===== src/rtl/multdiv_pkg.sv =====
// Shared types and constants for the multicycle multiply/divide sequencer.
package multdiv_pkg;

    localparam int unsigned DEF_DATA_W = 32;
    localparam int unsigned CNT_W      = $clog2(DEF_DATA_W);

    localparam logic OP_MULT = 1'b0;
    localparam logic OP_DIV  = 1'b1;

    typedef enum logic [2:0] {
        IDLE,
        CHECK,
        RUN,
        FIX,
        DONE,
        DIVZ
    } state_t;

endpackage


===== src/rtl/multdiv_step.sv =====
// One combinational iteration: shift-add multiply or restoring divide on magnitudes.
module multdiv_step
    import multdiv_pkg::*;
#(
    parameter int unsigned DATA_W = DEF_DATA_W
) (
    input  logic [2*DATA_W-1:0] acc_in,
    input  logic [DATA_W-1:0]   opnd,
    input  logic                op,
    output logic [2*DATA_W-1:0] acc_out
);

    logic [DATA_W:0] sum;
    logic [DATA_W:0] rem_sh;
    logic [DATA_W:0] trial;

    always_comb begin
        // MULT: acc = {partial, multiplier}; carry of the add lands in the shifted-in top bit
        sum = {1'b0, acc_in[2*DATA_W-1:DATA_W]};
        if (acc_in[0]) begin
            sum = sum + {1'b0, opnd};
        end

        // DIV: acc = {remainder, dividend/quotient}; trial subtract on remainder shifted by one
        rem_sh = acc_in[2*DATA_W-1:DATA_W-1];
        trial  = rem_sh - {1'b0, opnd};

        if (op == OP_DIV) begin
            if (trial[DATA_W]) begin
                acc_out = {rem_sh[DATA_W-1:0], acc_in[DATA_W-2:0], 1'b0};
            end else begin
                acc_out = {trial[DATA_W-1:0], acc_in[DATA_W-2:0], 1'b1};
            end
        end else begin
            acc_out = {sum, acc_in[DATA_W-1:1]};
        end
    end

endmodule


===== src/rtl/mult_div_ctrl.sv =====
// Sequencer for the shared multicycle MULT/DIV unit; delivers HI/LO with strobes or a div0 pulse.
// Optional MULTDIV_UNSIGNED_EN adds op_unsigned for MULTU/DIVU.
module mult_div_ctrl
    import multdiv_pkg::*;
#(
    parameter int unsigned DATA_W = DEF_DATA_W
) (
    input  logic              clk,
    input  logic              reset,
    input  logic              start,
    input  logic              op_div,
`ifdef MULTDIV_UNSIGNED_EN
    input  logic              op_unsigned,
`endif
    input  logic [DATA_W-1:0] a_in,
    input  logic [DATA_W-1:0] b_in,
    output logic              busy,
    output logic              done,
    output logic              div0,
    output logic [DATA_W-1:0] hi_out,
    output logic [DATA_W-1:0] lo_out,
    output logic              hi_we,
    output logic              lo_we
);

    localparam int unsigned CW = (DATA_W > 1) ? $clog2(DATA_W) : 1;
    localparam logic [CW-1:0] CNT_LAST = CW'(DATA_W - 1);

    state_t state;
    state_t state_nxt;

    logic [CW-1:0]       cnt;
    logic [2*DATA_W-1:0] acc;
    logic [2*DATA_W-1:0] acc_step;
    logic [DATA_W-1:0]   opnd;
    logic                op_q;
    logic                sign_a;
    logic                sign_b;

    logic                uns;
    logic                sa_in;
    logic                sb_in;
    logic [DATA_W-1:0]   mag_a;
    logic [DATA_W-1:0]   mag_b;

    logic [2*DATA_W-1:0] prod;
    logic [DATA_W-1:0]   quo;
    logic [DATA_W-1:0]   rem;
    logic [DATA_W-1:0]   res_hi;
    logic [DATA_W-1:0]   res_lo;

`ifdef MULTDIV_UNSIGNED_EN
    assign uns = op_unsigned;
`else
    assign uns = 1'b0;
`endif

    always_comb begin
        sa_in = a_in[DATA_W-1] & ~uns;
        sb_in = b_in[DATA_W-1] & ~uns;
        mag_a = sa_in ? ('0 - a_in) : a_in;
        mag_b = sb_in ? ('0 - b_in) : b_in;
    end

    multdiv_step #(
        .DATA_W (DATA_W)
    ) u_step (
        .acc_in  (acc),
        .opnd    (opnd),
        .op      (op_q),
        .acc_out (acc_step)
    );

    always_ff @(posedge clk) begin
        if (reset) begin
            state <= IDLE;
        end else begin
            state <= state_nxt;
        end
    end

    always_comb begin
        state_nxt = state;
        busy      = 1'b1;
        done      = 1'b0;
        div0      = 1'b0;
        hi_we     = 1'b0;
        lo_we     = 1'b0;
        case (state)
            IDLE: begin
                busy = 1'b0;
                if (start) begin
                    state_nxt = CHECK;
                end
            end
            CHECK: begin
                if (op_q == OP_DIV && opnd == '0) begin
                    state_nxt = DIVZ;
                end else begin
                    state_nxt = RUN;
                end
            end
            RUN: begin
                if (cnt == CNT_LAST) begin
                    state_nxt = FIX;
                end
            end
            FIX: begin
                state_nxt = DONE;
            end
            DONE: begin
                done      = 1'b1;
                hi_we     = 1'b1;
                lo_we     = 1'b1;
                state_nxt = IDLE;
            end
            DIVZ: begin
                div0      = 1'b1;
                state_nxt = IDLE;
            end
            default: begin
                state_nxt = IDLE;
            end
        endcase
    end

    // Sign correction: quotient truncates toward zero, remainder follows the dividend
    always_comb begin
        prod = (sign_a ^ sign_b) ? ('0 - acc) : acc;
        quo  = acc[DATA_W-1:0];
        rem  = acc[2*DATA_W-1:DATA_W];
        if (op_q == OP_DIV) begin
            res_lo = (sign_a ^ sign_b) ? ('0 - quo) : quo;
            res_hi = sign_a ? ('0 - rem) : rem;
        end else begin
            res_hi = prod[2*DATA_W-1:DATA_W];
            res_lo = prod[DATA_W-1:0];
        end
    end

    always_ff @(posedge clk) begin
        if (reset) begin
            cnt    <= '0;
            acc    <= '0;
            opnd   <= '0;
            op_q   <= OP_MULT;
            sign_a <= 1'b0;
            sign_b <= 1'b0;
            hi_out <= '0;
            lo_out <= '0;
        end else begin
            case (state)
                IDLE: begin
                    if (start) begin
                        op_q   <= op_div;
                        sign_a <= sa_in;
                        sign_b <= sb_in;
                        if (op_div == OP_DIV) begin
                            acc  <= {{DATA_W{1'b0}}, mag_a};
                            opnd <= mag_b;
                        end else begin
                            acc  <= {{DATA_W{1'b0}}, mag_b};
                            opnd <= mag_a;
                        end
                    end
                end
                CHECK: begin
                    cnt <= '0;
                end
                RUN: begin
                    acc <= acc_step;
                    cnt <= cnt + 1'b1;
                end
                FIX: begin
                    hi_out <= res_hi;
                    lo_out <= res_lo;
                end
                default: begin
                end
            endcase
        end
    end

endmodule


===== config.mk =====
export PLATFORM = sky130hd
export DESIGN_NAME = mult_div_ctrl
export DESIGN_NICKNAME = d
export VERILOG_FILES = /design/src/rtl/multdiv_pkg.sv /design/src/rtl/multdiv_step.sv /design/src/rtl/mult_div_ctrl.sv
export SDC_FILE = /design/constraint.sdc
export NUM_CORES = 1
export LEC_CHECK = 0
export ABC_AREA = 1
export BUFFER_PORTS_ARGS = -buffer_cell sky130_fd_sc_hd__buf_2
export CORE_ASPECT_RATIO = 1.75
export CORE_UTILIZATION = 45
export CTS_BUF_LIST = sky130_fd_sc_hd__clkbuf_8
export CTS_CLUSTER_DIAMETER = 200
export DETAILED_ROUTE_END_ITERATION = 12
export SYNTH_ARGS = -nofsm -noshare
export SYNTH_HDL_FRONTEND = slang
export SYNTH_SLANG_ARGS = --single-unit

===== constraint.sdc =====
create_clock -name clk -period 2.7 [get_ports clk]
set_input_delay 0.54 -clock clk [delete_from_list [all_inputs] [get_ports clk]]
set_output_delay 0.54 -clock clk [all_outputs]
set_load 0.03 [all_outputs]

==> results.yml <==
floorplanning:
  die_h_um: 261
  start_util_pct: 45.8
  fp.coreArea_um2: 37800
  std_cell_rows: 94
  die_x_um: 150
  die_area_um2: 39200
  pin_count: 137
logic_synthesis:
  synth_xor_area_share_pct: 5.77
  synth_simple_gate_area_share_pct: 38.6
  netlist_area_um2: 17300
  synthMuxAreaShare_pct: 0
  synthAdderAreaFrac_pct: 5.30
  avgSynthCellArea_um2: 5.64
  synth_compound_area_share_pct: 16.9
  ys_async_sr_fraction_pct: 0
  synth-edff-count: 0
  syn_inst: 3064
  synth_top_family_by_area: "simple AND/OR/NAND/NOR gates"
  ys_ff_latch: 171
  ys_seq_area_share_pct: 19.8
  ys_types: 56
  yosysWarnings: 0
  ys.flop_type: "dfxtp_1"
  synth_fp_nets: 3204
setup_path:
  slowest_stage: "dfxtp_1"
  r2r_end: "acc[59]$_SDFFE_PP0P_"
  r2r_setup_slack_ps: 90
  rr_startpoint: "acc[56]$_SDFFE_PP0P_"
  worstSetupStartpointType: "register"
  worst-path-buf-inv: 1
  cp_top_family: "simple AND/OR/NAND/NOR gates"
  crit_arrival_ps: 3070
  slowest_delay_ps: 510
  critPathMaxFanout: 10
  cp_num_cells: 15
  worstSetupPathType: "register to register"
  cp_common_cell: "nand2_1"
  cp_data_required_time_ps: 3170
  cp-end-kind: "register"
  crit_chain: "ha_1, nand2_1, nand2_1, nand2_1, nand2_1, nand2_1, nand2_1, a21oi_4, nand3_4, buf_4, nand2_4, nand3_1, nand3_1, nand2_1, a21oi_1"
  rr_worst_depth: 15
detailed_routing:
  drtIter0Drc: 1692
  first_pass_iters: 8
  wl_per_cell_um: 21.8
  drt.antenna.violating_nets: 0
  via_count: 21500
  drc: 0
  postRouteWirelength_um: 83200
  vias_per_cell: 5.63
cts:
  max-clock-path-buffers: 2
  cts-root-buf: "clkbuf_8"
  cts.sinks: 171
  cts-htree-levels: 4
  clk_latency_ps: 550
  cts_tree: "yes"
  path_clk_slew_ps: 110
  ctsHoldBuffers: 0
  numCtsBuffers: 17
finish:
  final_cells: 3823
  stdcell_area_um2: 20300
  final_nets: 3468
  post-route-util_pct: 53.9
  multi_input_area_um2: 11600
  area_growth_pct: 17.7
  drive_above_1_share_pct: 14.9
  seqCellArea_um2: 3440
  n_fill_cell: 4052
worst_hold_path:
  whs_endpoint: "opnd[0]$_SDFFE_PP0P_"
  worstHoldPathType: "primary input to register"
  hold_depth: 3
  min_from: "a_in[0]"
timing:
  max_freq_mhz: 383
  min_period_ps: 2610
  relSlewSlack_pct: 45.5
  finClkSkew_ps: 27.9
  period_share_pct: 96.6
  rsz0062_at_grt: "true"
  fin_hold_ws_ps: 366
  worst_pin_slew_ps: 818
  final-hold-violation-count: 0
  finalSetupViolations: 0
  fin_setup_tns_ps: 0
  slew_viol_final: 0
global_route:
  grtUsageMet1_pct: 40.9
  gr-usage-met2_pct: 73.3
  top_usage_layer: "met2"
  grt_usage_pct: 42.0
  grt_pass1_wl_um: 121000
  use_met3_pct: 6.72
  grt_pass1_vias: 20700
  overflow: 0
  grt_max_degree: 98
  antenna_found_initial: 3
placed_design:
  dp.cells: 3786
  numPortBuffers: 136
  hpwlAfterDp_um: 67700
  dpl-instance-area_um2: 19800
  globalplace.congestion: 1.08
power:
  p_leak_uw: 0.0110
  vdd_ir_drop_max_mv: 0.546
  power.density_nw_per_um2: 991
job:
  drv_cap: 0
outcome:
  status: "completed"
## area by class of cell
type,instances,area share [%]
Sequential cell,171,16.9
Timing Repair Buffer,361,12.0
Clock inverter,15,0.849
Inverter,490,9.08
Antenna cell,2,0.0246
Multi-Input combinational cell,2287,57.0
Tap cell,480,2.95
Clock buffer,17,1.15
## where the power goes
part           switching [uW]  total, uW  leakage [uW]  internal, uW
combinational            9960      14700       0.00942          4790
clock                    1290       2000      0.000205           703
sequential                442       3430       0.00139          2990
## worst max path at each step
stage | slack (ps) | to | startpoint
2_1_floorplan | 310 | acc[58]$_SDFFE_PP0P_ | acc[31]$_SDFFE_PP0P_
3_3_place_gp | 10 | acc[58]$_SDFFE_PP0P_ | opnd[24]$_SDFFE_PP0P_
3_5_place_dp | 50 | acc[58]$_SDFFE_PP0P_ | opnd[24]$_SDFFE_PP0P_
4_1_cts | 9 | acc[32]$_SDFFE_PP0P_ | opnd[24]$_SDFFE_PP0P_
5_1_grt | -4 | acc[53]$_SDFFE_PP0P_ | opnd[19]$_SDFFE_PP0P_
6_report | 90 | acc[59]$_SDFFE_PP0P_ | acc[56]$_SDFFE_PP0P_
## layer usage
metal | share of wire, % | routed length (um)
met3 | 6.1 | 5110
met2 | 49 | 40500
met5 | 0.013 | 11
met4 | 12 | 9660
met1 | 33 | 27800
## flip-flops by register name (all words and copies together), names as in the netlist
name,cells
acc,64
sign_b,1
lo_out,32
state,3
sign_a,1
cnt,5
op_q,1
hi_out,32
opnd,32
## synthesized netlist by cell type (5+ instances only)
library cell    n  share of area (%)
ha_1           70                5.1
nand2_2        10               0.36
nand3_1       227                6.6
o2111ai_1      10               0.51
a31oi_1        11               0.40
o21bai_1        6               0.26
nor4_1         11               0.40
or2_2           9               0.33
dfxtp_1       171                 20
inv_1         471                 10
a21oi_1       209                6.0
o221ai_1       15               0.76
xnor2_1        26                1.3
clkbuf_1       63                1.4
nor3_1         45                1.3
o211ai_1       39                1.7
inv_2          16               0.35
o21ai_1        22               0.64
nand4_1        27               0.98
nor2_1        285                6.2
nor2_2          9               0.33
buf_1          17               0.37
nand2_1       920                 20
a21o_1          5               0.22
nand3b_1       13               0.56
buf_2          32               0.93
xor2_1         88                4.5
o22ai_1        19               0.69
o21ai_0       158                4.6
and2_1          5               0.18
## layout by cell type, fill, tap and decap left out, types with 25 or more instances in the layout
cell,count
o211ai_1,39
xor2_1,88
nand2_1,917
dfxtp_1,162
buf_4,217
nor2_1,280
ha_1,70
nand4_1,27
a21oi_1,204
inv_1,468
buf_2,136
nand3_1,223
o21ai_0,157
nor3_1,45
xnor2_1,25
## tightest hold or removal path, cell delays in order
cell and delay, ps:
buf_2 140, nand2_1 70, a31oi_1 90
## cells by family after synthesis
kind of cell             count (synthesis)
XOR/XNOR                               114
AO/OA/AOI/OAI                          516
buffers and inverters                  608
adder cells (fa/ha/maj)                 72
AND/OR/NAND/NOR                       1583
flip-flops                             171
## what timing repair did
item	4_1_cts	5_1_grt
gates resized for setup	0	34
buffers inserted	0	1
hold endpoints to repair	0	0
setup endpoints to repair	0	30
## stage by stage
step	setup WS [ps]	total power, uW
finish	92.2	20200
global route	-4.00	21400
CTS	9.31	19600
detailed placement	45.0	17600
global placement	14.1	17500
floorplan	314	12200
Power figures use the tool's default switching activity.
